==> config.mk <==
export PLATFORM = sky130hd
export DESIGN_NAME = pipeline_hazard_ctrl
export DESIGN_NICKNAME = d
export VERILOG_FILES = /design/src/rtl/pipeline_hazard_ctrl_pkg.sv /design/src/rtl/pipeline_hazard_ctrl_load_use_detect.sv /design/src/rtl/pipeline_hazard_ctrl.sv
export SDC_FILE = /design/constraint.sdc
export NUM_CORES = 1
export LEC_CHECK = 0
export BUFFER_PORTS_ARGS = -buffer_cell sky130_fd_sc_hd__buf_4
export CAP_MARGIN = 20
export CORE_ASPECT_RATIO = 0.8
export CORE_MARGIN = 3
export CORE_UTILIZATION = 31
export DETAILED_ROUTE_END_ITERATION = 10
export SYNTH_ARGS = -nofsm -noshare
export SYNTH_HDL_FRONTEND = slang
export SYNTH_HIERARCHICAL = 1
export SYNTH_SLANG_ARGS = --single-unit
==> constraint.sdc <==
create_clock -name clk -period 3.1 [get_ports clk]
set_input_delay 0.31 -clock clk [delete_from_list [all_inputs] [get_ports clk]]
set_output_delay 0.31 -clock clk [all_outputs]
set_load 0.05 [all_outputs]
==> src/rtl/pipeline_hazard_ctrl_pkg.sv <==
// rtl/pipeline_hazard_ctrl_pkg.sv - shared opcode and FSM state definitions for the hazard controller
package pipeline_hazard_ctrl_pkg;

  localparam logic [6:0] OPC_LOAD = 7'b0000011;

  typedef enum logic [1:0] {
    S_RUN    = 2'd0,
    S_CWAIT  = 2'd1,
    S_REPLAY = 2'd2
  } state_t;

endpackage

==> src/rtl/pipeline_hazard_ctrl_load_use_detect.sv <==
// rtl/pipeline_hazard_ctrl_load_use_detect.sv - combinational load-use compare between EX load and ID sources
module load_use_detect
  import pipeline_hazard_ctrl_pkg::*;
(
  input  logic [4:0] i_id_rs1_addr,
  input  logic [4:0] i_id_rs2_addr,
  input  logic       i_id_rs1_valid,
  input  logic       i_id_rs2_valid,
  input  logic       i_ex_valid,
  input  logic [4:0] i_ex_rd_addr,
  input  logic       i_ex_rd_valid,
  input  logic [6:0] i_ex_opcode,
  output logic       o_lu
);

  logic w_ex_load;
  logic w_src_hit;

  // x0 is hardwired zero, so a load targeting it never creates a dependency
  assign w_ex_load = i_ex_valid & i_ex_rd_valid & (i_ex_rd_addr != 5'd0) &
                     (i_ex_opcode == OPC_LOAD);
  assign w_src_hit = (i_id_rs1_valid & (i_id_rs1_addr == i_ex_rd_addr)) |
                     (i_id_rs2_valid & (i_id_rs2_addr == i_ex_rd_addr));
  assign o_lu      = w_ex_load & w_src_hit;

endmodule

==> src/rtl/pipeline_hazard_ctrl.sv <==
// rtl/pipeline_hazard_ctrl.sv - stall/flush control with cache-miss tracking, deferred redirect replay and perf counters
module pipeline_hazard_ctrl
  import pipeline_hazard_ctrl_pkg::*;
#(
  parameter int CNT_W       = 32,
  parameter int TIMEOUT_CYC = 1024
) (
  input  logic             clk,
  input  logic             rst,
  input  logic [4:0]       id_rs1_addr,
  input  logic [4:0]       id_rs2_addr,
  input  logic             id_rs1_valid,
  input  logic             id_rs2_valid,
  input  logic             ex_valid,
  input  logic [4:0]       ex_rd_addr,
  input  logic             ex_rd_valid,
  input  logic [6:0]       ex_opcode,
  input  logic             branch_taken,
  input  logic [31:0]      branch_target,
  input  logic             icache_miss,
  input  logic             icache_ready,
  input  logic             dcache_miss,
  input  logic             dcache_ready,
  output logic             pc_stall,
  output logic             if_id_stall,
  output logic             if_id_flush,
  output logic             hazard_stall,
  output logic             flush,
  output logic             cache_stall,
  output logic             redirect_valid,
  output logic [31:0]      redirect_pc,
  output logic [CNT_W-1:0] stall_cycles,
  output logic [CNT_W-1:0] flush_count,
  output logic             timeout_err
);

  localparam int                WAIT_W  = $clog2(TIMEOUT_CYC + 1);
  localparam logic [WAIT_W-1:0] TO_LAST = WAIT_W'(TIMEOUT_CYC - 1);

  state_t            r_state;
  state_t            w_state_nxt;
  logic              r_imiss;
  logic              r_dmiss;
  logic              r_pend;
  logic [31:0]       r_pend_pc;
  logic [CNT_W-1:0]  r_stall_cycles;
  logic [CNT_W-1:0]  r_flush_count;
  logic [WAIT_W-1:0] r_wait_cnt;
  logic              r_timeout;

  logic        w_imiss_n;
  logic        w_dmiss_n;
  logic        w_cache_stall;
  logic        w_lu;
  logic        w_pend_set;
  logic        w_pc_stall;
  logic        w_if_id_stall;
  logic        w_if_id_flush;
  logic        w_hazard_stall;
  logic        w_flush;
  logic        w_redirect_valid;
  logic [31:0] w_redirect_pc;

  // A ready in the same cycle as its miss cancels it outright
  assign w_imiss_n     = (r_imiss | icache_miss) & ~icache_ready;
  assign w_dmiss_n     = (r_dmiss | dcache_miss) & ~dcache_ready;
  assign w_cache_stall = w_imiss_n | w_dmiss_n;

  load_use_detect u_lu (
    .i_id_rs1_addr (id_rs1_addr),
    .i_id_rs2_addr (id_rs2_addr),
    .i_id_rs1_valid(id_rs1_valid),
    .i_id_rs2_valid(id_rs2_valid),
    .i_ex_valid    (ex_valid),
    .i_ex_rd_addr  (ex_rd_addr),
    .i_ex_rd_valid (ex_rd_valid),
    .i_ex_opcode   (ex_opcode),
    .o_lu          (w_lu)
  );

  always_comb begin
    w_state_nxt      = r_state;
    w_pend_set       = 1'b0;
    w_pc_stall       = 1'b0;
    w_if_id_stall    = 1'b0;
    w_if_id_flush    = 1'b0;
    w_hazard_stall   = 1'b0;
    w_flush          = 1'b0;
    w_redirect_valid = 1'b0;
    w_redirect_pc    = '0;

    if (w_cache_stall) begin
      w_pc_stall    = 1'b1;
      w_if_id_stall = 1'b1;
      w_pend_set    = branch_taken & (r_state != S_REPLAY);
    end else if (r_state == S_REPLAY) begin
      w_flush          = 1'b1;
      w_if_id_flush    = 1'b1;
      w_redirect_valid = 1'b1;
      w_redirect_pc    = r_pend_pc;
    end else if (branch_taken) begin
      w_flush          = 1'b1;
      w_if_id_flush    = 1'b1;
      w_redirect_valid = 1'b1;
      w_redirect_pc    = branch_target;
    end else if (w_lu) begin
      w_hazard_stall = 1'b1;
      w_pc_stall     = 1'b1;
      w_if_id_stall  = 1'b1;
    end

    case (r_state)
      S_RUN:    if (w_cache_stall) w_state_nxt = S_CWAIT;
      // A branch landing on the stall-release cycle is younger than any pending one
      S_CWAIT:  if (!w_cache_stall) w_state_nxt = (r_pend && !branch_taken) ? S_REPLAY : S_RUN;
      S_REPLAY: w_state_nxt = w_cache_stall ? S_CWAIT : S_RUN;
      default:  w_state_nxt = S_RUN;
    endcase
  end

  always_ff @(posedge clk) begin
    if (rst) begin
      r_state        <= S_RUN;
      r_imiss        <= 1'b0;
      r_dmiss        <= 1'b0;
      r_pend         <= 1'b0;
      r_pend_pc      <= '0;
      r_stall_cycles <= '0;
      r_flush_count  <= '0;
      r_wait_cnt     <= '0;
      r_timeout      <= 1'b0;
    end else begin
      r_state <= w_state_nxt;
      r_imiss <= w_imiss_n;
      r_dmiss <= w_dmiss_n;
      if (w_pend_set) begin
        r_pend    <= 1'b1;
        r_pend_pc <= branch_target;
      end else if (w_redirect_valid) begin
        r_pend <= 1'b0;
      end
      if ((w_cache_stall | w_hazard_stall) && (r_stall_cycles != {CNT_W{1'b1}}))
        r_stall_cycles <= r_stall_cycles + 1'b1;
      if (w_redirect_valid && (r_flush_count != {CNT_W{1'b1}}))
        r_flush_count <= r_flush_count + 1'b1;
      if (r_state == S_CWAIT && w_state_nxt == S_CWAIT) begin
        if (r_wait_cnt != TO_LAST) r_wait_cnt <= r_wait_cnt + 1'b1;
      end else begin
        r_wait_cnt <= '0;
      end
      if (r_state == S_CWAIT && r_wait_cnt == TO_LAST) r_timeout <= 1'b1;
    end
  end

  assign pc_stall       = ~rst & w_pc_stall;
  assign if_id_stall    = ~rst & w_if_id_stall;
  assign if_id_flush    = ~rst & w_if_id_flush;
  assign hazard_stall   = ~rst & w_hazard_stall;
  assign flush          = ~rst & w_flush;
  assign cache_stall    = ~rst & w_cache_stall;
  assign redirect_valid = ~rst & w_redirect_valid;
  assign redirect_pc    = rst ? '0 : w_redirect_pc;
  assign stall_cycles   = rst ? '0 : r_stall_cycles;
  assign flush_count    = rst ? '0 : r_flush_count;
  assign timeout_err    = ~rst & r_timeout;

endmodule

### After elaboration in Yosys (flattened, before gate mapping)

Index checks and enable logic that the tools add are counted.

* bits in latches: 0
* logic and storage cells: 78
* memory bits (writable): 0
* input bits: 65
* output and inout port bits: 104
* memory bits (read-only): 0
* register bits: 113
* memories: 0

* reductions and logical operators: 10
* eq/ne operators: 11
* multiply operators: 0
* order comparisons: 0
* bitwise gates (word level): 23
* muxes and demuxes: 22
* div/mod/pow operators: 0
* shifts and indexed selects: 0
* add/sub/neg operators: 3

Operators by type and width (count)
* 32-bit two-way mux: 6
* 32-bit by 1-bit adder with 32-bit output, second input constant: 2
* 32-bit != test, second input constant: 2
* 1-bit bitwise AND: 14
* 1-bit two-way mux: 12
* 11-bit by 1-bit adder with 11-bit output, second input constant: 1
* 11-bit by 10-bit == test with 1-bit output, second input constant: 1
* 11-bit by 10-bit != test with 1-bit output, second input constant: 1
* 5-bit == test: 2
* 7-bit by 2-bit == test with 1-bit output, second input constant: 1
* 2-bit two-way mux: 3
* 2-bit case mux with 3 select lines: 1
* 1-bit logical AND: 5
* 1-bit bitwise OR: 5
* 5-bit nonzero test: 1
* 2-bit by 1-bit == test with 1-bit output, second input constant: 2
* 1-bit NOT: 4
* 2-bit == test, second input constant: 1
* 2-bit logical NOT: 1
* 2-bit != test, second input constant: 1
* 2-bit nonzero test: 1
* 2-bit OR reduction: 1
* 1-bit logical NOT: 1

### Logic depth before layout (Yosys ltp)

Gate-level depths: netlist of run 1.

* word-level depth: 10
* gate-level depth with buffers: 9
* gate-level depth less buffers: 9

### Modules after synthesis

Netlist of run 1, hierarchy kept.

Modules (own cells, without submodules)
* pipeline_hazard_ctrl: sequential area each 2262.2 µm², cells an instance 805, times used 1, area an instance 6123.4 µm²
* load_use_detect: sequential area each 0.0 µm², cells an instance 21, times used 1, area an instance 153.9 µm²

### Least setup slack after synthesis of run 1

No wires, ideal clock.

* path kind: input to output
* start: in id_rs1_addr[0]
* end: out hazard_stall
* buffers on the path: 0
* arrival: 2942 ps
* stages: 6
* slack: -152 ps
* cells stage by stage: xor2_1 nor4_1 nand3_1 a2111oi_2 inv_1 nor4_1

* cells in the longest elaborated chain, start to end: 9

Ends and longest elaborated chain
* from (decl): line pipeline_hazard_ctrl.sv:10 `input logic [4:0] id_rs1_addr,`
* 5-bit == test: line pipeline_hazard_ctrl_load_use_detect.sv:22 `assign w_src_hit = (i_id_rs1_valid & (i_id_rs1_addr == i_ex_rd_addr)) |`
* 1-bit bitwise AND: line pipeline_hazard_ctrl_load_use_detect.sv:22
* 1-bit bitwise OR: line pipeline_hazard_ctrl_load_use_detect.sv:22
* 1-bit bitwise AND: line pipeline_hazard_ctrl_load_use_detect.sv:24 `assign o_lu = w_ex_load & w_src_hit;`
* via w_lu: line pipeline_hazard_ctrl.sv:54 `logic w_lu;`
* 1-bit two-way mux: line pipeline_hazard_ctrl.sv:106 `end else if (w_lu) begin`
* 1-bit two-way mux: line pipeline_hazard_ctrl.sv:101 `end else if (branch_taken) begin`
* 1-bit two-way mux: line pipeline_hazard_ctrl.sv:96 `end else if (r_state == S_REPLAY) begin`
* 1-bit two-way mux: line pipeline_hazard_ctrl.sv:92 `if (w_cache_stall) begin`
* 1-bit bitwise AND: line pipeline_hazard_ctrl.sv:158 `assign hazard_stall = ~rst & w_hazard_stall;`
* to (decl): line pipeline_hazard_ctrl.sv:27 `output logic hazard_stall,`

The timed path passes the listed nets, and every way through them passes these cells.

### Final worst setup path of run 1

* start: in ex_rd_addr[4]
* end: reg r_stall_cycles[13]

* cells in the longest elaborated chain, start to end: 10
* elaborated cells on any way between the ends: 15
* classes of those cells: eq/ne: 2; mux: 4; bitwise: 7; reduce/logical: 2

Ends and longest elaborated chain
* from (decl): line pipeline_hazard_ctrl.sv:15 `input logic [4:0] ex_rd_addr,`
* 5-bit == test, or another cell as far along: line pipeline_hazard_ctrl_load_use_detect.sv:22
* 1-bit bitwise AND (on tied branches): line pipeline_hazard_ctrl_load_use_detect.sv:22, pipeline_hazard_ctrl_load_use_detect.sv:20, pipeline_hazard_ctrl_load_use_detect.sv:23
* 1-bit bitwise OR / 1-bit bitwise AND (equally long branches): line pipeline_hazard_ctrl_load_use_detect.sv:22, pipeline_hazard_ctrl_load_use_detect.sv:20
* 1-bit bitwise AND (*): line pipeline_hazard_ctrl_load_use_detect.sv:24
* via w_lu: line pipeline_hazard_ctrl.sv:54
* 1-bit two-way mux (*): line pipeline_hazard_ctrl.sv:106
* 1-bit two-way mux (*): line pipeline_hazard_ctrl.sv:101
* 1-bit two-way mux (*): line pipeline_hazard_ctrl.sv:96
* 1-bit two-way mux (*): line pipeline_hazard_ctrl.sv:92
* 1-bit bitwise OR (*): line pipeline_hazard_ctrl.sv:142 `if ((w_cache_stall | w_hazard_stall) && (r_stall_cycles != {CNT_W{1'b1}}))`
* 1-bit logical AND (*): line pipeline_hazard_ctrl.sv:142
* to (signal assigned): line pipeline_hazard_ctrl.sv:143 `r_stall_cycles <= r_stall_cycles + 1'b1;`
* to (decl): line pipeline_hazard_ctrl.sv:46 `logic [CNT_W-1:0] r_stall_cycles;`

The timed path passes the listed nets; every way through them passes the cells marked *.
A chain may end at the register's enable or synchronous reset.

==> run summary, run 1 <==
### Clock network
- 0 — total of hold buffers inserted after clock tree synthesis
- 113 — clock sinks
- 17 — clock buffers created by TritonCTS
- 4 — number of H-tree levels
- sky130_fd_sc_hd__clkbuf_16 — cell chosen for the clock root
- 0.41 ns — later-pin clock latency in the skew report
- 0 — number of setup buffers added after CTS
- 2 — largest buffer count on any clock path
- 0.06 ns — CTS clk-pin slew, worst paths
- 0 — Resized Gates After CTS
- built — TritonCTS clock tree

### Worst setup path
- 0.43 ns — CP max stage delay
- input pin — category of the worst setup path launch point
- compound AO/OA/AOI/OAI gates — gate family responsible for the most delay along the worst path
- flip-flop — Setup crit end kind
- 3.38 ns — Required @ worst endpoint
- 8 — top fanout value on the critical path
- buf_4 > xor2_1 > nor4_1 > nand3_1 > a2111oi_2 > buf_4 > inv_1 > o311ai_4 > nand2_1 > buf_4 > nor3_1 > mux2_1 — cell-by-cell listing of the critical path
- 4 — Buffers & Inverters on Critical Path
- sky130_fd_sc_hd__buf_4 — cell type with the highest occurrence count on the critical path
- sky130_fd_sc_hd__o311ai_4 — CP max stage cell
- input pin to flip-flop — Setup Crit Path Kind
- 2.95 ns — critical path arrival

### Floorplanning
- 45 — count of standard-cell rows
- 19400 um^2 — placeable core region
- 133 um — height of the chip
- 22000 um^2 — die footprint
- 169 — boundary pin count
- 32.3% — Starting Density
- 165 um — die width

### Detailed routing
- 306 — number of DRC violations after detailed-routing iteration 0
- 0 — total DRC errors in the routed layout
- 5 — DR pass1 iterations
- 0 — residual antenna-violating net count after detailed routing
- 14.5 um — routed wirelength normalized by instance count
- 5.04 — via count normalized by instance count
- 6300 — vias
- 18200 um — aggregate routed wire length

### STA
- 0.375 GHz — maximum achievable frequency
- false — RSZ-0062 raised after global routing
- 2.66 ns — time the final worst path needs with I/O delays and setup
- 85.9% — final clock period utilization by the worst path
- 0 — count of endpoints failing setup in the final report
- 44.7% — worst slew slack as a fraction of its limit
- 0 — final slew viol count
- 0 — Final Hold Fails
- 0.830 ns — Least-Margin Pin Slew
- 0 ns — setup total negative slack
- 0.00883 ns — Worst Clk Skew

### Logic synthesis
- 7.60 um^2 — average size of a mapped cell
- 0 — number of enable flip-flop cells after synthesis
- 36.0% — portion of the post-synthesis area used by sequential elements
- 36.0% — proportion of netlist area held by the largest area contributor
- 113 — synthesis-stage register bit count
- 0% — Async SR Flop Fraction
- sky130_fd_sc_hd__dfxtp_1, sky130_fd_sc_hd__nand2_1, sky130_fd_sc_hd__a21oi_1, sky130_fd_sc_hd__mux2_1, sky130_fd_sc_hd__nor2b_1 — top area cells in the synthesized netlist
- 826 — Mapped Cells
- 57 — unique cell type count in the Yosys netlist
- 6280 um^2 — netlist area before placement
- sky130_fd_sc_hd__dfxtp_1 — post-synthesis cell type with the largest combined area
- 894 — number of nets in the synthesized netlist
- sky130_fd_sc_hd__dfxtp_1 — ys flop type
- 6 — number of warnings issued by yosys

### Global route
- 5595 — vias in the first global route
- 168 — largest net degree at the start of global routing
- 28600 um — first-pass GRT wire length
- 15.9% — overall track demand over capacity in global routing
- 0 — global-route congestion overflow total
- 0 — antenna violations before repair

### Power and ir drop
- 459 nW/um^2 — Power per Cell Area
- 0.000277 V — IR Drop Worst-Case VDD
- 3.24 nW — Leakage Power

### Finish
- 0 — number of diodes added for antenna fixing
- 1047 — net count reported at finish
- 3760 um^2 — multi-input logic area
- 24.2% — layout cells sized above 1
- 33.8% — Layout area overhead
- 1250 — Cell Count, Final, Fillers Out
- 2260 um^2 — total area of sequential cells
- 1999 — filler instances

### Place
- 1218 — cell total after placement
- 0.813 — routability-driven placement congestion ratio
- 13000 um — HPWL after DPL
- 168 — Port-buffer cells

### Min path
- input pin to flip-flop — worst hold path type

### Status
- completed — outcome

### Job
- 0 — maximum capacitance violations

==> layer usage <==
layer | GRT usage [%] | routed length, um | up-vias
met5 | 0 | 0 | -
met3 | 4.94 | 1260 | 6
met1 | 22.5 | 8780 | 2902
met4 | 3.35 | 99 | 0
li1 | - | - | 3205
met2 | 23.8 | 8030 | 187
==> worst min-delay path: stages <==
cell and delay, ns:
sky130_fd_sc_hd__buf_4 0.11, sky130_fd_sc_hd__nand2_1 0.05, sky130_fd_sc_hd__a21oi_1 0.05
==> Yosys cell counts (all sizes together), types with 3 or more instances <==
cell,number
nand3,67
o21ai,17
dfxtp,113
nor2,77
clkbuf,38
nor2b,58
and3,3
ha,3
nand2b,3
or3,17
nor3b,3
xnor2,6
a211oi,6
o31ai,4
inv,15
nor3,27
mux2,35
nand4,23
a21oi,91
or4,7
nand2,137
and4,7
xor2,14
nor4,18
buf,12
==> logic make-up (layout without fill, tap and decap cells) <==
kind of cell               count (synthesis)  in the layout  synth area share (%)
AOI/OAI and AO/OA                        136            136                  13.4
xor gates and xnor gates                  20             20                  2.79
adders and majority gates                  3              3                 0.598
buffers and inverters                     65            231                  4.33
DFF                                      113            113                  36.0
muxes                                     36             36                  6.44
and+or+nand+nor                          453            453                  36.4
==> path summary, 6_finish.rpt <==
path	startpoint	endpoint	slack [ns]	cells past startpoint
worst min register to register	r_pend_pc[11]$_SDFFE_PP0P_	r_pend_pc[11]$_SDFFE_PP0P_	0.45	2
worst max register to register	r_flush_count[8]$_SDFFE_PP0P_	r_flush_count[25]$_SDFFE_PP0P_	0.90	5
worst max-delay path	ex_rd_addr[4]	r_stall_cycles[13]$_SDFFE_PP0P_	0.44	12
worst min-delay path	branch_target[31]	r_pend_pc[31]$_SDFFE_PP0P_	0.15	3
==> layout by cell type (no fill, tap or decap), drive strengths merged, types with 2 or more instances in the layout <==
cell | synthesis | layout
or4 | 7 | 7
nor3b | 3 | 3
inv | 15 | 15
clkinv | 0 | 3
clkinvlp | 0 | 4
o211ai | 2 | 2
o31ai | 4 | 4
nand3 | 67 | 67
or2 | 2 | 2
dfxtp | 113 | 113
nand2b | 3 | 3
o21ai | 17 | 17
o21ba | 2 | 2
nor3 | 27 | 27
or3 | 17 | 17
xnor2 | 6 | 6
bufinv | 0 | 2
mux2 | 35 | 35
nor2b | 58 | 58
a311oi | 2 | 2
xor2 | 14 | 14
a211oi | 6 | 6
and4 | 7 | 7
o2111ai | 2 | 2
nor4b | 2 | 2
buf | 12 | 184
nand4 | 23 | 23
o21bai | 2 | 2
nand2 | 137 | 137
and2 | 2 | 2
ha | 3 | 3
nor4 | 18 | 18
nor2 | 77 | 77
clkbuf | 38 | 23
and3 | 3 | 3
a21oi | 91 | 91
==> through the flow <==
stage          hold WS (ns)  setup WS, ns  utilization [%]  total power [mW]  instance area (um^2)
2_1_floorplan         0.431         0.253                -              1.78                  6280
3_3_place_gp          0.442        0.0902             40.2              1.94                  7800
3_5_place_dp          0.447        0.0481             40.2              1.94                  7800
4_1_cts               0.131         0.440             43.2              3.91                  8400
5_1_grt               0.138         0.233             43.2              4.01                  8400
6_report              0.153         0.436             43.2              3.85                  8400
==> sequential cells by signal, summed over array words and instances, names as in the netlist, 2 cells and up <==
register	count
r_pend_pc	32
r_state	2
r_stall_cycles	32
r_flush_count	32
r_wait_cnt	11
==> area by class of cell <==
class                      count  share of cell area [%]
multi-input combinational    648                    44.7
sequential                   113                    26.9
timing repair buffer         184                    16.7
clock buffer                  23                    5.81
tap                          258                    3.84
clock inverter                 9                    1.25
inverter                      15                   0.670
==> where the power goes <==
group	switching, mW	internal [mW]
Sequential	0.0212	1.49
Combinational	0.250	0.150
Clock	0.682	1.26
Total	0.954	2.90
Note: power is estimated with default switching activity, not from simulation.
==> run 2: changes to the inputs <==
PLACE_DENSITY_LB_ADDON = 0.25   (was unset)
==> run summary, run 2 (synthesis gave the netlist of run 1 again) <==
### Floorplanning
- 32.3% — Starting Density
- 45 — count of standard-cell rows
- 169 — boundary pin count
- 165 um — die width
- 133 um — height of the chip
- 22000 um^2 — die footprint
- 19400 um^2 — placeable core region

### STA
- 0.753 ns — Least-Margin Pin Slew
- 0.451 ns — worst setup margin
- 0 — Final Hold Fails
- 0.157 ns — hold_ws
- 0 — count of endpoints failing setup in the final report
- 85.5% — final clock period utilization by the worst path
- 0 — final slew viol count
- 0.378 GHz — maximum achievable frequency
- 0.00821 ns — Worst Clk Skew
- 0 ns — setup total negative slack
- 49.8% — worst slew slack as a fraction of its limit
- false — RSZ-0062 raised after global routing
- 2.65 ns — time the final worst path needs with I/O delays and setup

### Finish
- 24.1% — layout cells sized above 1
- 0 — number of diodes added for antenna fixing
- 34.1% — Layout area overhead
- 1949 — filler instances
- 1248 — Cell Count, Final, Fillers Out
- 1045 — net count reported at finish
- 3760 um^2 — multi-input logic area
- sky130_fd_sc_hd__buf_4 — most frequent standard cell in the layout excluding fill and tap cells
- sky130_fd_sc_hd__buf_4, sky130_fd_sc_hd__nand2_1, sky130_fd_sc_hd__dfxtp_1 — commonest non-fill, non-tap cells in the layout
- 43.3% — share of the core filled with cells
- 2260 um^2 — total area of sequential cells
- 8420 um^2 — final design instance area without fill
- r_flush_count: 32 flops, r_pend_pc: 32 flops, r_stall_cycles: 32 flops — top flop regs

### Detailed routing
- 14.7 um — routed wirelength normalized by instance count
- 6292 — vias
- 18300 um — aggregate routed wire length
- 5.04 — via count normalized by instance count
- 0 — residual antenna-violating net count after detailed routing
- 5 — DR pass1 iterations
- 352 — number of DRC violations after detailed-routing iteration 0
- 0 — total DRC errors in the routed layout

### Global route
- 168 — largest net degree at the start of global routing
- 30000 um — first-pass GRT wire length
- 5946 — vias in the first global route
- 0 — antenna violations before repair
- 0 — global-route congestion overflow total
- 16.6% — overall track demand over capacity in global routing

### Power and ir drop
- 470 nW/um^2 — Power per Cell Area
- 0.000275 V — IR Drop Worst-Case VDD
- 3.96 mW — overall power after layout
- 3.25 nW — Leakage Power

### Clock network
- 0 — number of setup buffers added after CTS
- 4 — number of H-tree levels
- 0 — total of hold buffers inserted after clock tree synthesis
- 0.41 ns — later-pin clock latency in the skew report
- 113 — clock sinks
- 0.06 ns — CTS clk-pin slew, worst paths
- 17 — clock buffers created by TritonCTS
- 2 — largest buffer count on any clock path
- 0 — Resized Gates After CTS
- built — TritonCTS clock tree
- sky130_fd_sc_hd__clkbuf_16 — cell chosen for the clock root

### Worst setup path
- input pin — category of the worst setup path launch point
- flip-flop — Setup crit end kind
- input pin to flip-flop — Setup Crit Path Kind
- 3.39 ns — Required @ worst endpoint
- 8 — top fanout value on the critical path
- 2.94 ns — critical path arrival

### Place
- 168 — Port-buffer cells
- 1216 — cell total after placement
- 0.819 — routability-driven placement congestion ratio
- 12800 um — HPWL after DPL
- 7790 um^2 — Post-Place Cell Area
- 0.00287 ns — Place WS

### Status
- completed — outcome

### Min path
- input pin to flip-flop — worst hold path type

### Job
- 0 — maximum capacitance violations

==> run 2: changes by cell type in the layout (fill, tap and decap cells not counted) <==
cell                         previous run  this run
sky130_fd_sc_hd__bufinv_16              2         3
sky130_fd_sc_hd__buf_4                182       180
sky130_fd_sc_hd__clkbuf_1               2         1
sky130_fd_sc_hd__clkinvlp_4             4         3
sky130_fd_sc_hd__clkbuf_8               4         5
==> run 2: cell type report <==
class | count | area share (%)
flip-flops and latches | 113 | 26.9
multi-input cells | 648 | 44.6
well taps | 258 | 3.84
clock inverters | 9 | 1.52
clock buffers | 23 | 5.92
inverters | 15 | 0.669
repair buffers | 182 | 16.5
==> run 2: critical path: stages <==
cell,delay (ns)
sky130_fd_sc_hd__buf_4,0.13
sky130_fd_sc_hd__xor2_1,0.16
sky130_fd_sc_hd__nor4_1,0.29
sky130_fd_sc_hd__nand3_1,0.14
sky130_fd_sc_hd__a2111oi_2,0.36
sky130_fd_sc_hd__buf_4,0.19
sky130_fd_sc_hd__inv_1,0.07
sky130_fd_sc_hd__o311ai_4,0.40
sky130_fd_sc_hd__nand2_1,0.11
sky130_fd_sc_hd__buf_4,0.19
sky130_fd_sc_hd__nor3b_1,0.26
sky130_fd_sc_hd__mux2_1,0.35
==> run 2: final timing paths <==
kind,from,end,slack [ns],depth (start not counted)
worst max-delay path,ex_rd_addr[4],r_stall_cycles[15]$_SDFFE_PP0P_,0.45,12
worst min-delay path,branch_target[25],r_pend_pc[25]$_SDFFE_PP0P_,0.16,3
worst max register to register,r_flush_count[0]$_SDFFE_PP0P_,r_flush_count[28]$_SDFFE_PP0P_,0.81,6
worst min register to register,r_pend_pc[8]$_SDFFE_PP0P_,r_pend_pc[8]$_SDFFE_PP0P_,0.45,2
==> run 2: per-layer routing <==
| layer | GRT usage (%) | wire length [um] | up-vias |
|---|---|---|---|
| li1 | - | - | 3195 |
| met1 | 23.9 | 8950 | 2907 |
| met2 | 24.2 | 7940 | 180 |
| met3 | 4.72 | 1290 | 10 |
| met4 | 4.24 | 144 | 0 |
| met5 | 0 | 0 | - |
==> run 2: power by group <==
part | internal [mW] | switching [mW] | leakage, nW
clock network | 1.37 | 0.685 | 0.301
registers | 1.49 | 0.0214 | 0.915
logic | 0.149 | 0.251 | 2.04
==> run 3: changes to the inputs <==
PLACE_DENSITY = 0.53   (was unset)
PLACE_DENSITY_LB_ADDON = unset   (was 0.25)
RECOVER_POWER = 100   (was unset)
==> run summary, run 3 (synthesis gave the netlist of run 1 again) <==
### Status
- completed — outcome

### Floorplanning
- 133 um — height of the chip
- 32.3% — Starting Density
- 169 — boundary pin count
- 45 — count of standard-cell rows
- 165 um — die width
- 22000 um^2 — die footprint
- 19400 um^2 — placeable core region

### Worst setup path
- 2.79 ns — Required @ worst endpoint
- input pin — category of the worst setup path launch point
- r_flush_count[0]$_SDFFE_PP0P_ — capture instance of the worst register-to-register path
- r_flush_count[20]$_SDFFE_PP0P_ — worst r2r src
- 0.39 ns — worst reg-to-reg setup slack
- 2.45 ns — critical path arrival
- 6 — Reg2Reg Depth
- 5 — top fanout value on the critical path
- output port — Setup crit end kind
- input pin to output port — Setup Crit Path Kind

### Power and ir drop
- 500 nW/um^2 — Power per Cell Area
- 0.000208 V — IR Drop Worst-Case VDD
- 2.92 nW — Leakage Power

### Global route
- 5763 — vias in the first global route
- 0 — antenna violations before repair
- 148 — largest net degree at the start of global routing
- 0 — global-route congestion overflow total
- 30200 um — first-pass GRT wire length
- 16.7% — overall track demand over capacity in global routing

### Min path
- input pin to flip-flop — worst hold path type
- branch_target[19] — hold_sp
- 3 — Hold Crit Depth
- r_pend_pc[19]$_SDFFE_PP0P_ — hold path endpoint

### Clock network
- 17 — clock buffers created by TritonCTS
- 0 — Resized Gates After CTS
- 0 — number of setup buffers added after CTS
- 0 — total of hold buffers inserted after clock tree synthesis
- built — TritonCTS clock tree
- 113 — clock sinks
- sky130_fd_sc_hd__clkbuf_16 — cell chosen for the clock root
- 2 — largest buffer count on any clock path
- 0.06 ns — CTS clk-pin slew, worst paths
- 4 — number of H-tree levels
- 0.41 ns — later-pin clock latency in the skew report

### STA
- 0 — final slew viol count
- 13.9% — worst slew slack as a fraction of its limit
- 0.155 ns — hold_ws
- 2.76 ns — time the final worst path needs with I/O delays and setup
- false — RSZ-0062 raised after global routing
- 0 — count of endpoints failing setup in the final report
- 0.362 GHz — maximum achievable frequency
- 0.0149 ns — Worst Clk Skew
- 1.29 ns — Least-Margin Pin Slew
- 89.0% — final clock period utilization by the worst path
- 0 — Final Hold Fails
- 0 ns — setup total negative slack

### Detailed routing
- 6259 — vias
- 345 — number of DRC violations after detailed-routing iteration 0
- 5 — DR pass1 iterations
- 0 — total DRC errors in the routed layout
- 5.02 — via count normalized by instance count
- 18600 um — aggregate routed wire length
- 0 — residual antenna-violating net count after detailed routing
- 14.9 um — routed wirelength normalized by instance count

### Job
- 0 — maximum capacitance violations

### Finish
- sky130_fd_sc_hd__nand2_1, sky130_fd_sc_hd__dfxtp_1, sky130_fd_sc_hd__a21oi_1 — commonest non-fill, non-tap cells in the layout
- 2104 — filler instances
- r_flush_count: 32 flops, r_pend_pc: 32 flops, r_stall_cycles: 32 flops — top flop regs
- 0 — number of diodes added for antenna fixing
- 27.3% — Layout area overhead
- 16.2% — layout cells sized above 1
- sky130_fd_sc_hd__nand2_1 — most frequent standard cell in the layout excluding fill and tap cells
- 1044 — net count reported at finish

### Place
- 13000 um — HPWL after DPL
- 168 — Port-buffer cells
- 0.778 — routability-driven placement congestion ratio

run 3: per-layer routing:
layer | vias up | wire length (um) | global-route usage, %
met2 | 190 | 7820 | 23.6
met4 | 0 | 153 | 4.10
met1 | 2849 | 9350 | 25.2
met5 | - | 0 | 0
li1 | 3207 | - | -
met3 | 13 | 1290 | 4.20
run 3: cell type report:
cell class              count  area [um^2]  share of cell area (%)
clock buffers              22          484                    6.06
repair buffers            181         1000                    12.6
flip-flops and latches    113         2260                    28.3
clock inverters            10          155                    1.94
well taps                 258          323                    4.04
inverters                  15         56.3                   0.704
multi-input cells         648         3710                    46.4
run 3: worst max path at each step:
stage	cells after the start	slack, ns	startpoint	end
after floorplan	7	0.25	id_rs1_addr[0]	pc_stall
after global placement	12	0.03	id_rs1_addr[0]	r_stall_cycles[15]$_SDFFE_PP0P_
after detailed placement	11	0.02	id_rs1_addr[0]	r_stall_cycles[30]$_SDFFE_PP0P_
after CTS	11	0.46	id_rs1_addr[0]	r_stall_cycles[30]$_SDFFE_PP0P_
after global routing	10	0.15	ex_rd_addr[0]	r_stall_cycles[20]$_SDFFE_PP0P_
final	9	0.34	ex_rd_addr[0]	pc_stall
run 3: metrics by stage:
stage,utilization (%),cell area (um^2),total power [mW],cells,worst slack [ns]
finish,41.2,7990,3.99,1247,0.340
global route,41.2,7990,4.15,1247,0.153
CTS,43.3,8410,4.07,1247,0.458
detailed placement,40.0,7770,1.94,1215,0.0173
global placement,40.0,7770,1.94,1215,0.0321
floorplan,-,6280,1.78,826,0.253
run 3: worst max-delay path, cell delays in order:
cell	delay [ns]
sky130_fd_sc_hd__clkbuf_1	0.11
sky130_fd_sc_hd__xor2_1	0.16
sky130_fd_sc_hd__nor4_1	0.33
sky130_fd_sc_hd__nand3_1	0.14
sky130_fd_sc_hd__a2111oi_2	0.36
sky130_fd_sc_hd__buf_4	0.19
sky130_fd_sc_hd__a311oi_1	0.26
sky130_fd_sc_hd__nor2_1	0.27
sky130_fd_sc_hd__clkbuf_2	0.32
run 3: report_power, final:
group	switching (mW)	total (mW)	internal, mW
Sequential	0.0215	1.51	1.49
Combinational	0.249	0.376	0.127
Clock	0.686	2.11	1.42
Total	0.956	3.99	3.04
